==> src/rtl/npu_ofmap_drain.sv <==
// Drains one WxW signed accumulator tile and requantizes it to N-bit activations, one packed row per word.
// Optional DRAIN_ROUND_EN selects round-half-up before the shift; the default build truncates.
module npu_ofmap_drain #(
  parameter int unsigned W     = 8,
  parameter int unsigned N     = 2,
  parameter int unsigned BG    = 6,
  parameter int unsigned ACC_W = 2 * N + BG,
  parameter int unsigned SH_W  = 4,
  localparam int unsigned ROW_W = $clog2(W)
) (
  input  logic                   clk,
  input  logic                   rst_n,
  input  logic                   tile_vld,
  output logic                   tile_rdy,
  input  logic [W*W*ACC_W-1:0]   tile_acc,
  input  logic [SH_W-1:0]        tile_shamt,
  output logic                   out_vld,
  input  logic                   out_rdy,
  output logic [W*N-1:0]         out_data,
  output logic [ROW_W-1:0]       out_row,
  output logic                   out_last,
  output logic                   busy
);

  localparam logic ST_IDLE  = 1'b0;
  localparam logic ST_DRAIN = 1'b1;

`ifdef DRAIN_ROUND_EN
  localparam logic signed [ACC_W:0] RND_ONE = 1;
`endif

  logic                   state_q, state_d;
  logic [ROW_W-1:0]       row_q, row_d;
  logic [W*W*ACC_W-1:0]   cap_q;
  logic [SH_W-1:0]        shamt_q;

  logic accept;
  logic last_row;
  logic last_hs;

  // Requantize one pixel at ACC_W+1 bits; shifts of ACC_W or more always give zero.
  function automatic logic [N-1:0] requant(input logic [ACC_W-1:0] acc,
                                           input logic [SH_W-1:0]  sh);
    logic signed [ACC_W:0] ext;
    logic signed [ACC_W:0] q;
    ext = signed'({acc[ACC_W-1], acc});
`ifdef DRAIN_ROUND_EN
    if ((sh != '0) && (int'(sh) < int'(ACC_W))) begin
      ext = ext + (RND_ONE << (sh - 1'b1));
    end
`endif
    q = ext >>> sh;
    if ((int'(sh) >= int'(ACC_W)) || q[ACC_W]) begin
      requant = '0;
    end else if (|q[ACC_W-1:N]) begin
      requant = {N{1'b1}};
    end else begin
      requant = q[N-1:0];
    end
  endfunction

  assign last_row = (row_q == ROW_W'(W - 1));
  assign last_hs  = (state_q == ST_DRAIN) && last_row && out_rdy;
  assign tile_rdy = (state_q == ST_IDLE) || last_hs;
  assign accept   = tile_vld && tile_rdy;

  assign out_vld  = (state_q == ST_DRAIN);
  assign busy     = (state_q == ST_DRAIN);
  assign out_row  = row_q;
  assign out_last = (state_q == ST_DRAIN) && last_row;

  always_comb begin
    state_d = state_q;
    row_d   = row_q;
    case (state_q)
      ST_IDLE: begin
        if (accept) begin
          state_d = ST_DRAIN;
          row_d   = '0;
        end
      end
      ST_DRAIN: begin
        if (out_rdy) begin
          if (last_row) begin
            // A tile accepted on the final handshake keeps the drain running without a bubble.
            state_d = accept ? ST_DRAIN : ST_IDLE;
            row_d   = '0;
          end else begin
            row_d = row_q + 1'b1;
          end
        end
      end
      default: begin
        state_d = ST_IDLE;
        row_d   = '0;
      end
    endcase
  end

  always_comb begin
    logic [W*ACC_W-1:0] row_acc;
    logic [W*N-1:0]     pix;
    row_acc = '0;
    pix     = '0;
    for (int r = 0; r < int'(W); r++) begin
      if (row_q == ROW_W'(r)) begin
        row_acc = cap_q[r*W*ACC_W +: W*ACC_W];
      end
    end
    for (int c = 0; c < int'(W); c++) begin
      pix[c*N +: N] = requant(row_acc[c*ACC_W +: ACC_W], shamt_q);
    end
    out_data = (state_q == ST_DRAIN) ? pix : '0;
  end

  always_ff @(posedge clk or negedge rst_n) begin
    if (!rst_n) begin
      state_q <= ST_IDLE;
      row_q   <= '0;
    end else begin
      state_q <= state_d;
      row_q   <= row_d;
    end
  end

  always_ff @(posedge clk or negedge rst_n) begin
    if (!rst_n) begin
      cap_q   <= '0;
      shamt_q <= '0;
    end else if (accept) begin
      cap_q   <= tile_acc;
      shamt_q <= tile_shamt;
    end
  end

endmodule
==> config.mk <==
export PLATFORM = sky130hd
export DESIGN_NAME = npu_ofmap_drain
export DESIGN_NICKNAME = d
export VERILOG_FILES = /design/src/rtl/npu_ofmap_drain.sv
export SDC_FILE = /design/constraint.sdc
export NUM_CORES = 1
export LEC_CHECK = 0
export CORE_UTILIZATION = 40
export DETAILED_ROUTE_END_ITERATION = 7
export DONT_BUFFER_PORTS = 1
export PLACE_DENSITY = 0.54
export RECOVER_POWER = 25
export SLEW_MARGIN = 0
export SYNTH_ARGS = -nofsm -noshare
export SYNTH_HDL_FRONTEND = slang
export SYNTH_SLANG_ARGS = --single-unit
==> constraint.sdc <==
create_clock -name clk -period 7.8 [get_ports clk]
set_input_delay 0.78 -clock clk [delete_from_list [all_inputs] [get_ports clk]]
set_output_delay 0.78 -clock clk [all_outputs]
set_load 0.01 [all_outputs]
==> impl_metrics.py, run 1 <==
metrics = {
    "outcome": {
        "status": "finished with violations",
        "violations": "hold timing, slew limit",
    },
    "grt": {
        "grt_overflow": 0,
        "grt_pass1_vias": 24300,
        "grt_usage_pct": 34.4,
        "grt_antenna_before_repair": 105,
        "grt_pass1_wl_um": 199000,
        "grt_max_degree": 649,
    },
    "worst_setup_path": {
        "worst-path-stages": 11,
        "timing.critical_path.arrival_ns": 5.82,
        "worstSetupEndpoint": "out_data[6]",
        "endpoint_kind": "output pin",
        "worstReg2RegEnd": "cap_q[340]",
        "required_ns": 7.02,
        "rrSetupSlack_ns": 2.87,
        "setup.worst_path.start": "out_row[2]",
        "worstPathBufferInverterCount": 2,
        "r2r.worst_path.cells": 9,
        "timing.critical_path.from_type": "flop",
        "worstPathCellList": "inv_2, ha_4, or2_1, buf_4, a211oi_1, o41ai_1, nand2b_1, a22o_1, a31o_1, o211a_1, a311oi_1",
        "path_delay_family": "compound AO/OA/AOI/OAI gates",
        "type_of_the_setup_path_with_the_least_slack": "flop to output pin",
        "critical_path.max_stage_delay_ns": 1.02,
        "timing.rr.start": "out_row[0]",
        "cpMaxStageDelayCell": "sky130_fd_sc_hd__a311oi_1",
        "crit_fanout": 60,
    },
    "layout": {
        "flow.area_growth_from_synthesis_pct": 10.5,
        "final-seq-area_um2": 16200,
        "finalInstanceArea_um2": 36100,
        "finish.net_count": 3346,
        "multi_input_area_um2": 15200,
        "post_route_cells_drive_above_1_share_pct": 31.5,
        "final.fill_count": 7418,
    },
    "yosys": {
        "synth.top_cells.by_area": "sky130_fd_sc_hd__dfrtp_1 50%, sky130_fd_sc_hd__mux2_2 22%, sky130_fd_sc_hd__a21oi_1 2.6%",
        "yosys.area_share.adder_pct": 0.230,
        "top_post_synthesis_cells_by_count": "651 x sky130_fd_sc_hd__mux2_2, 648 x sky130_fd_sc_hd__dfrtp_1, 171 x sky130_fd_sc_hd__a21oi_1",
        "post_synthesis_sequential_element_count": 648,
        "synth_simple_gate_area_share_pct": 6.91,
        "synth_top_flop_cell": "sky130_fd_sc_hd__dfrtp_1",
        "synth_compound_gate_area_share_pct": 15.6,
        "synthCells": 2809,
        "yosys_warnings": 0,
        "synth.largest_area_cell": "sky130_fd_sc_hd__dfrtp_1",
        "count_of_different_cell_masters_after_synthesis": 83,
        "synth.net_count": 3463,
        "synth.mux.area_fraction_pct": 23.5,
        "synth_area_um2": 32600,
        "asyncSetResetFlopFracSynth_pct": 100,
        "synthDominantCellAreaShare_pct": 49.7,
        "synth_xor_area_share_pct": 0,
        "synth_top_family_by_area": "multiplexers",
        "synth-seq-area-share_pct": 49.7,
        "synth_edf_count": 0,
        "synthesis.area_per_instance_um2": 11.6,
        "synth.most_common_cell": "sky130_fd_sc_hd__mux2_2",
    },
    "placement": {
        "placed_area_um2": 33300,
        "globalplace.congestion": 0.950,
        "post-dp-hpwl_um": 107000,
        "io_buffer_count": 0,
    },
    "sta": {
        "fin_skew_ns": 0.0158,
        "finalSetupViolCount": 0,
        "unrepaired_setup_endpoints_after_global_routing": "no",
        "fmaxAchievable_mhz": 152,
        "timing.final.hold_violations": 81,
        "finalHoldWorstSlack_ns": -0.153,
        "timing.final.crit_share_pct": 84.6,
        "transition_time_at_the_pin_with_the_least_slew_margin_ns": 4.67,
        "timing.final.max_slew_violations": 523,
        "timing.slew.headroom_pct": -211,
        "setup_total_negative_slack_ns": 0,
        "finalCriticalPeriod_ns": 6.60,
    },
    "clocking": {
        "cts_tree": "built",
        "cts.root.buffer_cell": "sky130_fd_sc_hd__clkbuf_16",
        "cts.sink_count": 648,
        "post_cts_resized": 0,
        "clkSlewWorstSetupHoldPaths_ns": 0.06,
        "worst_skew_pair.late_latency_ns": 0.64,
        "clockBufferDepth": 3,
        "numCtsBuffers": 76,
        "cts_max_level": 3,
    },
    "floorplan": {
        "core_rows": 104,
        "core_area_um2": 80500,
        "chipWidth_um": 288,
        "die_y_um": 288,
        "fp.dieArea_um2": 82700,
        "initial_core_util_pct": 40.5,
        "num_io_pins": 671,
    },
    "route": {
        "firstDrtPassIters": 5,
        "vias": 25200,
        "routed_via_density": 6.51,
        "routed_wirelength_um": 145000,
        "initialDrtViolationCount": 2737,
        "total_drc_errors_in_the_routed_layout": 0,
        "drt.antenna.violating_nets": 0,
        "wl_per_cell_um": 37.6,
    },
    "worst_hold_path": {
        "worstHoldPathType": "input port to async pin",
    },
    "pwr": {
        "ir_worst_vdd_mv": 0.224,
        "powerDensity_nw_per_um2": 517,
        "power_leakage_nw": 15.1,
    },
    "job": {
        "cap_violations": 0,
    },
}
[cell usage in the layout (no fill, tap or decap), types with 8 or more instances in the layout]
cell type	instances
sky130_fd_sc_hd__bufinv_16	8
sky130_fd_sc_hd__o21a_1	11
sky130_fd_sc_hd__o21ai_0	120
sky130_fd_sc_hd__a22oi_1	33
sky130_fd_sc_hd__nor3_1	15
sky130_fd_sc_hd__o221a_2	8
sky130_fd_sc_hd__a21oi_1	171
sky130_fd_sc_hd__buf_4	43
sky130_fd_sc_hd__dfrtp_1	646
sky130_fd_sc_hd__diode_2	57
sky130_fd_sc_hd__a221oi_1	47
sky130_fd_sc_hd__a211oi_1	22
sky130_fd_sc_hd__o31ai_1	18
sky130_fd_sc_hd__o211a_1	9
sky130_fd_sc_hd__nor2_1	80
sky130_fd_sc_hd__and3_1	8
sky130_fd_sc_hd__clkbuf_8	18
sky130_fd_sc_hd__nand2_1	166
sky130_fd_sc_hd__nand3_1	42
sky130_fd_sc_hd__o22ai_1	43
sky130_fd_sc_hd__a221o_1	22
sky130_fd_sc_hd__o221ai_1	30
sky130_fd_sc_hd__inv_1	32
sky130_fd_sc_hd__clkinv_2	10
sky130_fd_sc_hd__a311oi_1	10
sky130_fd_sc_hd__and2_1	14
sky130_fd_sc_hd__nor2b_1	28
sky130_fd_sc_hd__a21o_1	14
sky130_fd_sc_hd__nand2b_1	29
sky130_fd_sc_hd__nand3b_1	36
sky130_fd_sc_hd__clkbuf_16	76
sky130_fd_sc_hd__a31oi_1	32
sky130_fd_sc_hd__mux2_2	651
sky130_fd_sc_hd__mux2i_1	29
sky130_fd_sc_hd__clkbuf_1	13
sky130_fd_sc_hd__o211ai_1	32
sky130_fd_sc_hd__o311a_1	9
[flip-flops by register name, summed over array words and instances (netlist names)]
signal	count
cap_q	640
out_row	3
shamt_q	4
busy	1
[routing by layer]
metal / GRT usage (%) / share of wire, % / vias to the layer above
met5: 0 / 0.31 / -
met4: 11.6 / 3.6 / 74
met3: 11.3 / 10 / 309
met2: 49.8 / 43 / 1374
met1: 48.0 / 42 / 13100
li1: - / - / 10400
[timing repair]
item / CTS / global route
setup buffers: 0 / 0
endpoints found under the hold margin: 648 / 313
setup endpoints to repair: 0 / 0
[logic make-up (layout without fill, tap and decap cells)]
kind of cell               after synthesis  after routing
other                                    0             57
and+or+nand+nor                        457            457
AOI/OAI and AO/OA                      736            736
buffers and inverters                  280            222
adders and majority gates                6              6
DFF                                    648            648
muxes                                  682            682
[metrics by stage]
stage                     hold slack [ns]  cells  power [mW]  utilization, %  setup WS (ns)
after floorplan                     0.470   2809        11.2               -           3.59
after global placement              0.481   3674        14.5            41.3           2.06
after detailed placement            0.485   3674        14.6            41.3           2.01
after CTS                          -0.176   3811        18.4            44.6           1.34
after global routing               -0.178   3849        19.4            44.7           1.10
final                              -0.153   3868        18.6            44.8           1.20
[how the worst min path moves through the flow]
stage | end | slack [ns] | depth (start not counted)
after floorplan | cap_q[426] | 0.47 | 1
after global routing | cap_q[408] | -0.18 | 0
after CTS | cap_q[624] | -0.18 | 0
after global placement | cap_q[328] | 0.48 | 1
after detailed placement | cap_q[476] | 0.49 | 1
final | cap_q[408] | -0.15 | 0
[worst register-to-register path: stages, from the launching register on]
cell                      delay, ns
sky130_fd_sc_hd__dfrtp_1       0.58
sky130_fd_sc_hd__ha_1          0.43
sky130_fd_sc_hd__ha_4          0.37
sky130_fd_sc_hd__buf_4         0.54
sky130_fd_sc_hd__buf_4         0.61
sky130_fd_sc_hd__nand2_1       0.16
sky130_fd_sc_hd__nand2_1       0.23
sky130_fd_sc_hd__nand2_4       0.51
sky130_fd_sc_hd__buf_12        0.51
sky130_fd_sc_hd__mux2_2        0.90
[layout make-up]
class,count,share of cell area [%]
Tap cell,1060,3.68
Clock buffer,107,6.10
Clock inverter,30,1.25
Antenna cell,57,0.396
Timing Repair Buffer,46,1.06
Multi-Input combinational cell,1881,42.1
Inverter,39,0.406
Sequential cell,648,45.0
[power by group]
group | total [mW] | switching [mW] | leakage [nW] | internal (mW)
Clock | 3.78 | 1.53 | 1.29 | 2.25
Combinational | 8.47 | 5.24 | 5.87 | 3.23
Sequential | 6.37 | 1.35 | 7.89 | 5.02
Note: power is estimated with default switching activity, not from simulation.
==> inputs of run 2 (changes only) <==
- clock period: 7.8 -> 6.5 ns (I/O delays scaled with it)
==> run 2 against run 1 <==
The flow still finishes with violations (hold timing, slew limit); critical path depth grew 1; clock skew grew 0.0019 ns; routed wire length about the same.
==> impl_metrics.py, run 2 (same netlist as run 1, synthesis figures left out) <==
metrics = {
    "route": {
        "total_drc_errors_in_the_routed_layout": 0,
        "firstDrtPassIters": 6,
        "drt.antenna.violating_nets": 0,
        "wl_per_cell_um": 37.4,
        "routed_wirelength_um": 145000,
        "vias": 25300,
        "initialDrtViolationCount": 2935,
        "routed_via_density": 6.51,
    },
    "worst_setup_path": {
        "timing.critical_path.from_type": "flop",
        "worstPathCellList": "inv_1, ha_4, buf_4, a21oi_1, a221oi_1, o22ai_1, o22ai_1, o21ai_0, a31oi_1, nor3_1, a311oi_1, buf_4",
        "endpoint_kind": "output pin",
        "worstPathBufferInverterCount": 3,
        "path_delay_family": "compound AO/OA/AOI/OAI gates",
        "crit_fanout": 46,
        "timing.critical_path.arrival_ns": 5.41,
        "worstReg2RegEnd": "cap_q[448]",
        "cpMaxStageDelayCell": "sky130_fd_sc_hd__a221oi_1",
        "r2r.worst_path.cells": 7,
        "required_ns": 5.85,
        "rrSetupSlack_ns": 2.76,
        "critical_path.max_stage_delay_ns": 0.74,
        "setup.worst_path.start": "out_row[1]",
        "type_of_the_setup_path_with_the_least_slack": "flop to output pin",
        "timing.rr.start": "out_row[0]",
    },
    "clocking": {
        "clkSlewWorstSetupHoldPaths_ns": 0.06,
        "numCtsBuffers": 75,
        "cts.sink_count": 648,
        "worst_skew_pair.late_latency_ns": 0.64,
        "cts_tree": "built",
        "clockBufferDepth": 3,
        "cts.root.buffer_cell": "sky130_fd_sc_hd__clkbuf_16",
        "cts_max_level": 3,
        "number_of_setup_buffers_added_after_cts": 0,
    },
    "placement": {
        "io_buffer_count": 0,
        "placed_cells": 3699,
        "globalplace.congestion": 0.945,
        "post-dp-hpwl_um": 107000,
        "detailedPlace.worstSlack_ns": 1.13,
    },
    "grt": {
        "grt_pass1_vias": 24600,
        "grt_overflow": 0,
        "grt_usage_pct": 34.4,
        "grt_antenna_before_repair": 95,
        "grt_pass1_wl_um": 200000,
        "grt_max_degree": 649,
    },
    "sta": {
        "unrepaired_setup_endpoints_after_global_routing": "no",
        "final_critical_path_setup_slack_ns": 0.437,
        "transition_time_at_the_pin_with_the_least_slew_margin_ns": 5.44,
        "fmaxAchievable_mhz": 165,
        "finalSetupViolCount": 0,
        "fin_skew_ns": 0.0177,
        "timing.final.crit_share_pct": 93.3,
        "setup_total_negative_slack_ns": 0,
        "timing.slew.headroom_pct": -263,
        "timing.final.hold_violations": 47,
        "finalCriticalPeriod_ns": 6.06,
        "finalHoldWorstSlack_ns": -0.230,
        "timing.final.max_slew_violations": 572,
    },
    "floorplan": {
        "chipWidth_um": 288,
        "num_io_pins": 671,
        "fp.dieArea_um2": 82700,
        "die_y_um": 288,
        "core_area_um2": 80500,
        "core_rows": 104,
        "initial_core_util_pct": 40.5,
    },
    "pwr": {
        "ir_worst_vdd_mv": 0.268,
        "power_leakage_nw": 15.2,
        "powerDensity_nw_per_um2": 621,
        "report.power.total_mw": 22.5,
    },
    "outcome": {
        "violations": "hold timing, slew limit",
        "status": "finished with violations",
    },
    "layout": {
        "largest_register_ffs": 640,
        "largest_register": "cap_q",
        "final.fill_count": 7467,
        "layout_common_cells": "651 x sky130_fd_sc_hd__mux2_2, 646 x sky130_fd_sc_hd__dfrtp_1, 171 x sky130_fd_sc_hd__a21oi_1",
        "final_core_util_pct": 45.0,
        "flow.area_growth_from_synthesis_pct": 11.1,
        "post_route_cells_drive_above_1_share_pct": 31.9,
        "finish.net_count": 3370,
        "layout_commonest_cell": "sky130_fd_sc_hd__mux2_2",
        "stdcell_count": 3892,
    },
    "worst_hold_path": {
        "worstHoldPathType": "input port to async pin",
    },
    "job": {
        "cap_violations": 0,
    },
}
==> run 2: worst reg2reg max path: cells and delay by family (launching register included) <==
family                     cells  cell delay, ns
adders and majority gates      2            0.69
buffers and inverters          1            0.67
DFF                            1            0.55
muxes                          1            0.65
and+or+nand+nor                3            1.06
==> run 2: per-stage QoR <==
stage	hold slack [ns]	cell area (µm²)
after floorplan	0.354	32600
after global placement	0.394	33500
after detailed placement	0.404	33500
after CTS	-0.283	36100
after global routing	-0.273	36200
final	-0.230	36200
==> run 2: worst max path at each step <==
stage / endpoint / slack [ns] / cells past startpoint
finish: out_data[11] / 0.44 / 12
global route: out_data[11] / 0.17 / 12
CTS: out_data[11] / 0.47 / 12
detailed placement: out_data[11] / 1.13 / 12
global placement: out_data[11] / 1.13 / 12
floorplan: out_data[6] / 2.42 / 15
==> run 2: layout make-up <==
cell class                      instances  area [µm²]  share of cell area, %
Clock buffer                          110        2210                   6.10
Clock inverter                         23         383                   1.06
Tap cell                             1060        1330                   3.66
Multi-Input combinational cell       1881       15200                   41.9
Sequential cell                       648       16200                   44.8
Inverter                               39         146                  0.404
Antenna cell                           60         150                  0.414
Timing Repair Buffer                   71         608                   1.68
==> run 2: routing by layer <==
layer,vias to the layer above,wire [µm],global-route usage [%]
met4,72,3960,9.79
li1,10400,-,-
met5,-,454,0
met1,13100,60600,46.7
met2,1410,64400,51.0
met3,292,16000,12.6
==> run 2: power by group <==
group,internal (mW),switching (mW),total (mW)
Clock,2.65,1.80,4.46
Sequential,6.03,1.77,7.80
Combinational,3.98,6.26,10.2
Total,12.7,9.84,22.5
==> run 2: repair_timing <==
item / in CTS / in global routing
endpoints found under the hold margin: 648 / 648
gates resized for setup: 0 / 0
endpoints found under the setup margin: 0 / 0
